==> config.mk <==
export PLATFORM = sky130hd
export DESIGN_NAME = exec_alu_stage
export DESIGN_NICKNAME = d
export VERILOG_FILES = /design/src/rtl/exec_alu_stage.sv
export SDC_FILE = /design/constraint.sdc
export NUM_CORES = 1
export LEC_CHECK = 0
export CAP_MARGIN = 20
export CELL_PAD_IN_SITES_DETAIL_PLACEMENT = 1
export CELL_PAD_IN_SITES_GLOBAL_PLACEMENT = 1
export CORE_MARGIN = 1
export CORE_UTILIZATION = 42
export CTS_CLUSTER_DIAMETER = 80
export DETAILED_ROUTE_END_ITERATION = 10
export MAX_ROUTING_LAYER = met4
export PLACE_DENSITY_LB_ADDON = 0.1
export SLEW_MARGIN = 20
export SYNTH_ARGS = -nofsm -noshare
export SYNTH_HDL_FRONTEND = slang
export SYNTH_SLANG_ARGS = --single-unit
==> constraint.sdc <==
create_clock -name clk -period 4.43 [get_ports clk]
set_input_delay 0.886 -clock clk [delete_from_list [all_inputs] [get_ports clk]]
set_output_delay 0.886 -clock clk [all_outputs]
set_load 0.02 [all_outputs]
==> src/rtl/exec_alu_stage.sv <==
// exec_alu_stage: registered ARM execute stage.
// Performs the data-processing operation on src_a and the shifted operand,
// evaluates the condition field against the local NZCV register and holds
// the result in an output register with a valid/ready handshake.
// Optional feature: define ALU_SHIFT_CARRY_EN to let flag-setting logical
// ops load C from the shifter carry-out; otherwise they leave C unchanged.
module exec_alu_stage #(
    parameter int WIDTH = 32
) (
    input  logic             clk,
    input  logic             reset,
    input  logic             in_valid,
    output logic             in_ready,
    input  logic [3:0]       cond,
    input  logic [2:0]       alu_ctrl,
    input  logic             set_flags,
    input  logic [WIDTH-1:0] src_a,
    input  logic [WIDTH-1:0] src_b,
    input  logic             shift_carry,
    input  logic [3:0]       rd,
    input  logic             reg_write,
    output logic             out_valid,
    input  logic             out_ready,
    output logic [WIDTH-1:0] result,
    output logic [3:0]       out_rd,
    output logic             out_reg_write,
    output logic [3:0]       flags
);

    localparam int MSB = WIDTH - 1;

    logic             out_valid_q, out_valid_d;
    logic [WIDTH-1:0] result_q, result_d;
    logic [3:0]       out_rd_q, out_rd_d;
    logic             out_reg_write_q, out_reg_write_d;
    logic [3:0]       flags_q, flags_d;

    logic             accept;
    logic             pass;
    logic [WIDTH:0]   arith;
    logic [WIDTH-1:0] alu_res;
    logic             c_new;
    logic             v_new;

    wire flag_n = flags_q[3];
    wire flag_z = flags_q[2];
    wire flag_c = flags_q[1];
    wire flag_v = flags_q[0];

    // The stage frees up as soon as the held result is being taken downstream.
    assign in_ready = !out_valid_q || out_ready;
    assign accept   = in_valid && in_ready;

`ifndef ALU_SHIFT_CARRY_EN
    logic unused_shift_carry;
    assign unused_shift_carry = shift_carry;
`endif

    // Condition check against the flags currently in the register.
    always_comb begin
        // NOTE: every combinational output gets a default first so no path
        // through the case can leave it unassigned and infer a latch.
        pass = 1'b0;
        case (cond)
            4'b0000: pass = flag_z;                              // EQ
            4'b0001: pass = !flag_z;                             // NE
            4'b0010: pass = flag_c;                              // CS
            4'b0011: pass = !flag_c;                             // CC
            4'b0100: pass = flag_n;                              // MI
            4'b0101: pass = !flag_n;                             // PL
            4'b0110: pass = flag_v;                              // VS
            4'b0111: pass = !flag_v;                             // VC
            4'b1000: pass = flag_c && !flag_z;                   // HI
            4'b1001: pass = !flag_c || flag_z;                   // LS
            4'b1010: pass = (flag_n == flag_v);                  // GE
            4'b1011: pass = (flag_n != flag_v);                  // LT
            4'b1100: pass = !flag_z && (flag_n == flag_v);       // GT
            4'b1101: pass = flag_z || (flag_n != flag_v);        // LE
            4'b1110: pass = 1'b1;                                // AL
            default: pass = 1'b0;                                // never
        endcase
    end

    // ALU datapath; arithmetic is one bit wider to capture the carry-out.
    always_comb begin
        arith   = '0;
        alu_res = '0;
        c_new   = flag_c;
        v_new   = flag_v;
        case (alu_ctrl)
            3'b000: begin // ADD
                arith   = {1'b0, src_a} + {1'b0, src_b};
                alu_res = arith[MSB:0];
                c_new   = arith[WIDTH];
                v_new   = (src_a[MSB] == src_b[MSB]) && (alu_res[MSB] != src_a[MSB]);
            end
            3'b001: begin // SUB: a - b, carry is NOT borrow
                arith   = {1'b0, src_a} + {1'b0, ~src_b} + (WIDTH+1)'(1);
                alu_res = arith[MSB:0];
                c_new   = arith[WIDTH];
                v_new   = (src_a[MSB] != src_b[MSB]) && (alu_res[MSB] != src_a[MSB]);
            end
            3'b101: begin // RSB: b - a
                arith   = {1'b0, src_b} + {1'b0, ~src_a} + (WIDTH+1)'(1);
                alu_res = arith[MSB:0];
                c_new   = arith[WIDTH];
                v_new   = (src_b[MSB] != src_a[MSB]) && (alu_res[MSB] != src_b[MSB]);
            end
            default: begin // logical ops keep V
                case (alu_ctrl)
                    3'b010:  alu_res = src_a & src_b;   // AND
                    3'b011:  alu_res = src_a | src_b;   // ORR
                    3'b100:  alu_res = src_a ^ src_b;   // EOR
                    3'b110:  alu_res = src_b;           // MOV
                    default: alu_res = src_a & ~src_b;  // BIC
                endcase
`ifdef ALU_SHIFT_CARRY_EN
                c_new = shift_carry;
`endif
            end
        endcase
    end

    // Next-state selection for the output and flag registers.
    always_comb begin
        out_valid_d     = out_valid_q;
        result_d        = result_q;
        out_rd_d        = out_rd_q;
        out_reg_write_d = out_reg_write_q;
        flags_d         = flags_q;
        if (accept) begin
            out_valid_d     = 1'b1;
            result_d        = alu_res;
            out_rd_d        = rd;
            out_reg_write_d = reg_write && pass;
            if (set_flags && pass) begin
                flags_d = {alu_res[MSB], (alu_res == '0), c_new, v_new};
            end
        end else if (out_ready) begin
            // Drain: nothing new arriving while the held result is taken.
            out_valid_d = 1'b0;
        end
    end

    // State registers with synchronous reset.
    always_ff @(posedge clk) begin
        // NOTE: sequential state uses non-blocking assignments so every
        // register samples the pre-edge values regardless of statement order.
        if (reset) begin
            out_valid_q     <= 1'b0;
            result_q        <= '0;
            out_rd_q        <= '0;
            out_reg_write_q <= 1'b0;
            flags_q         <= '0;
        end else begin
            out_valid_q     <= out_valid_d;
            result_q        <= result_d;
            out_rd_q        <= out_rd_d;
            out_reg_write_q <= out_reg_write_d;
            flags_q         <= flags_d;
        end
    end

    assign out_valid     = out_valid_q;
    assign result        = result_q;
    assign out_rd        = out_rd_q;
    assign out_reg_write = out_reg_write_q;
    assign flags         = flags_q;

endmodule
==> results of run 1 <==
==> through the flow <==
stage          util [%]  hold WS [ps]  area, sq um  setup WS, ps
2_1_floorplan         -           530         9940           618
3_3_place_gp       60.9           439        14000          -680
3_5_place_dp       60.9           451        14000          -706
4_1_cts            62.4           463        14300          6.99
==> timing repair <==
action                                  CTS
pin swaps                                14
resized for setup                        42
endpoints found under the setup margin   11
buffers inserted                          0
==> layer usage <==
layer  track usage [%]  overflow
met1              67.8         0
met2              89.6         3
met3              49.3         0
met4              66.9         2
met5                 -         -
==> cells in the mapped netlist, types with 6 or more instances <==
library cell	n
a31oi_1	20
nor2_1	165
o31ai_1	31
o311ai_0	10
o21a_1	10
nand3_1	29
ha_1	135
o21ai_0	114
xor2_1	6
a22oi_1	20
a21o_1	14
dfxtp_1	42
a311oi_1	6
and3_1	7
nor3_1	38
a221oi_1	12
inv_1	103
nor2b_1	26
o221ai_1	8
nand2b_1	19
nand4_1	13
buf_2	11
mux2i_1	12
a221o_1	8
a211oi_1	25
a21oi_1	169
o22ai_1	20
nor4_1	18
xnor2_1	32
nand2_1	114
clkbuf_1	74
o21bai_1	14
buf_1	10
a211o_1	9
or3_1	17
o211ai_1	21
==> kinds of logic after synthesis <==
family,count (synthesis)
buffers and inverters,208
AOI/OAI and AO/OA,579
xor gates and xnor gates,38
and+or+nand+nor,477
adders and majority gates,138
DFF,42
muxes,14
==> run_results.csv, run 1 <==
group,metric,value,unit
clock_tree,cts.sinks,42,
yosys,synth_top_family_by_area,"compound AO/OA/AOI/OAI gates",
timing,crit_endpoint,"flags[2]$_SDFFE_PP0P_/D",
placement,routabilityCongestion,1.05,
yosys,synth-adder-area-share,17.6,%
grt,groute.usage.overall,69.9,%
grt,grt_max_degree,67,
yosys,synth_cell_type_count,85,
timing,endpoint_type,"sequential cell input",
placement,dp_hpwl,42500,um
floorplanning,num_rows,55,
yosys,seq_area_frac_synth,8.46,%
floorplanning,initial_core_util,43.4,%
clock_tree,root_buffer,"clkbuf_16",
yosys,yosysTopAreaCell,"ha_1",
yosys,synth_edf_count,0,
placement,place_inst,2202,
yosys,syn-num-nets,1716,
yosys,synth-seq-cells,42,
placement,port_buffers,123,
clock_tree,cts_buffer_depth,2,
yosys,synthFlopType,"dfxtp_1",
yosys,async_reset_ff_share,0,%
floorplanning,die_w,156,um
yosys,syn_inst,1496,
grt,overflow,5,
yosys,synthMuxAreaShare,1.44,%
yosys,yosys-top-cells-area,"ha_1, a21oi_1, dfxtp_1",
clock_tree,cts_hold_buf,0,
clock_tree,h-tree-depth,2,
grt,antenna_found_initial,8,
yosys,postSynthAreaPerCell,6.64,sq um
status,lastStage,"global routing (5_1_grt)",
status,error_line,"[ERROR GRT-0232] Routing congestion too high. Check the congestion heatmap in the GUI.",
yosys,syn-cell-area,9940,sq um
yosys,synth_top_area_share,17.0,%
yosys,ys_warn_count,0,
floorplanning,die_h,156,um
status,status,"aborted with a tool error",
clock_tree,cts_buffers,5,
yosys,synth_compound_area_share,38.3,%
yosys,synth_simple_gate_area_share,22.7,%
yosys,synth_xor_area_share,3.35,%
floorplanning,io_pins,125,
==> run 2: changes to the inputs <==
CELL_PAD_IN_SITES_DETAIL_PLACEMENT = default   (was 1)
CELL_PAD_IN_SITES_GLOBAL_PLACEMENT = default   (was 1)
CORE_UTILIZATION = 40   (was 42)
CTS_CLUSTER_DIAMETER = default   (was 80)
MAX_ROUTING_LAYER = default   (was met4)
PLACE_DENSITY_LB_ADDON = 0.15   (was 0.1)
==> run_results.csv, run 2 <==
group,metric,value,unit
status,status,"complete, no violations",
final_layout,largest_reg_flops,32,
detailed_routing,drc_errors,0,
grt,antenna_found_initial,0,
setup_path,cp-startpoint,"src_a[14]",
clock_tree,cts_buffer_depth,2,
yosys,ys_warn_count,0,
floorplanning,die_h,160,um
floorplanning,dieArea,25500,sq um
floorplanning,die_w,160,um
grt,grt_pass1_vias,12100,
detailed_routing,dr.pass1.iters,8,
setup_path,crit_type,"input port to register",
timing,finalHoldViolCount,0,
final_layout,fillers,2383,
final_layout,area_growth,46.9,%
yosys,async_reset_ff_share,0,%
final_layout,finalNetCount,2133,
detailed_routing,wl_per_cell,19.8,um
timing,finalSetupTns,0,ps
yosys,seq_area_frac_synth,8.46,%
timing,finalMaxSlewViolations,0,
pwr,cellLeakagePower,6.53,nW
final_layout,layout_common_cells,"buf_4, a21oi_1, nor2_1, ha_1, clkdlybuf4s50_1",
yosys,yosysTopAreaCell,"ha_1",
setup_path,worstSetupStartpointType,"input port",
placement,postPlaceCellArea,14000,sq um
setup_path,end_kind,"register",
placement,dp_hpwl,35200,um
clock_tree,clock_latency,280,ps
placement,port_buffers,123,
timing,max_slew_margin,52.9,%
pwr,ir_drop,158,uV
timing,fin_ws,121,ps
final_layout,multi_input_area,8630,sq um
yosys,postSynthAreaPerCell,6.64,sq um
grt,grt_pass1_wl,67600,um
timing,timing.hold.ws,454,ps
clock_tree,h-tree-depth,2,
yosys,yosys-top-cells-area,"ha_1, a21oi_1, dfxtp_1",
floorplanning,initial_core_util,40.9,%
timing,fin_crit_sh,97.3,%
grt,overflow,0,
final_layout,layout-drive-gt1-share,25.1,%
detailed_routing,num_vias,13100,
final_layout,final_common_cell,"buf_4",
clock_tree,cts.sinks,42,
grt,groute.usage.overall,33.3,%
yosys,syn-cell-area,9940,sq um
timing,tightest_slew,697,ps
detailed_routing,drtIter0Drc,1302,
final_layout,final_cell_area,14600,sq um
timing,finalSetupViolCount,0,
yosys,synth_edf_count,0,
detailed_routing,viasPerCell,5.87,
floorplanning,coreArea,24300,sq um
yosys,synth-seq-cells,42,
clock_tree,clkTransAtPathRegs,60,ps
setup_path,worstPathArrival,4520,ps
yosys,synth_top_area_share,17.0,%
final_layout,seq_area,841,sq um
clock_tree,root_buffer,"clkbuf_16",
worst_hold_path,hold_class,"register to register",
setup_path,cp_max_fo,8,
yosys,syn-num-nets,1716,
timing,min_period,4310,ps
yosys,synthTopCellsByCount,"a21oi_1, nor2_1, ha_1, nand2_1, o21ai_0",
yosys,syn_inst,1496,
timing,max_clock_freq,232,MHz
floorplanning,io_pins,125,
setup_path,worst_ep_required_time,4640,ps
timing,fin_skew,1.71,ps
placement,pre_cts_slack,-493,ps
yosys,synthFlopType,"dfxtp_1",
placement,routabilityCongestion,1.03,
clock_tree,cts_buffers,5,
grt,grt_max_degree,45,
setup_path,r2r-start,"flags[0]",
detailed_routing,drtAntennaViolNets,0,
detailed_routing,routed_wl,44400,um
yosys,yosysMostFrequentCell,"a21oi_1",
yosys,synth_cell_type_count,85,
clock_tree,cts_tree,"yes",
job,drv_cap,0,
worst_hold_path,hp-start,"result[4]",
pwr,p_per_area,188,nW/um^2
floorplanning,num_rows,57,
run 2: cell counts after synthesis:
No cell type changed its count.
run 2: final cells by class:
| cell class | instances | share of cell area [%] |
|---|---|---|
| Multi-Input combinational cell | 1246 | 59.1 |
| Timing Repair Buffer | 509 | 28.4 |
| Sequential cell | 42 | 5.76 |
| Inverter | 109 | 2.80 |
| Tap cell | 324 | 2.78 |
| Clock buffer | 7 | 0.909 |
| Clock inverter | 1 | 0.206 |
| Antenna cell | 1 | 0.0171 |
run 2: worst max-delay path, cell delays in order:
cell,delay (ps)
clkdlybuf4s50_1,480
inv_1,60
ha_1,300
buf_4,160
inv_2,40
buf_4,130
a21oi_1,200
buf_4,160
o311ai_0,170
buf_4,200
nand4_1,80
o21ai_1,120
a221o_1,410
or2_0,230
a311oi_2,280
a211oi_1,90
buf_4,180
or2_1,220
a21oi_1,110
run 2: kinds of logic after synthesis:
group           share of synthesized area [%]
flops                                    8.46
fa+ha+maj                                17.6
simple gates                             22.7
compound gates                           38.3
mux                                      1.44
buf+inv                                  8.18
xor+xnor                                 3.35
run 2: per-layer routing:
| layer | vias up | global-route usage (%) | routed length, um |
|---|---|---|---|
| met3 | 97 | 3.84 | 2860 |
| met5 | - | 0 | 0 |
| met2 | 512 | 56.3 | 21000 |
| met4 | 0 | 11.0 | 1420 |
| met1 | 6224 | 43.8 | 19200 |
| li1 | 6310 | - | - |
run 2: worst paths after layout:
check,end,slack [ps],cells past startpoint
hold / removal,result[4],450,2
hold reg to reg,result[4],450,2
setup reg to reg,flags[2],1530,12
setup / recovery,flags[3],120,19
run 2: power by group:
group	internal [mW]	total [mW]	switching, mW
sequential	0.408	0.423	0.0155
combinational	0.876	1.91	1.04
clock	0.266	0.410	0.144
total	1.55	2.75	1.20
run 2: through the flow:
step	total power, mW	util [%]	std cells
after global routing	2.91	60.0	2238
after global placement	2.22	57.7	2225
after CTS	2.65	58.5	2233
after detailed placement	2.24	57.7	2225
after floorplan	1.35	-	1496
final	2.75	60.0	2239
run 2: timing repair:
action | in CTS | in global routing
pin swaps | 0 | 24
hold endpoints to repair | 0 | 0
hold buffers | 0 | 0
setup buffers | 0 | 5
gates resized for setup | 5 | 65
endpoints found under the setup margin | 6 | 13
No activity file was read; power rests on OpenSTA's default activity.
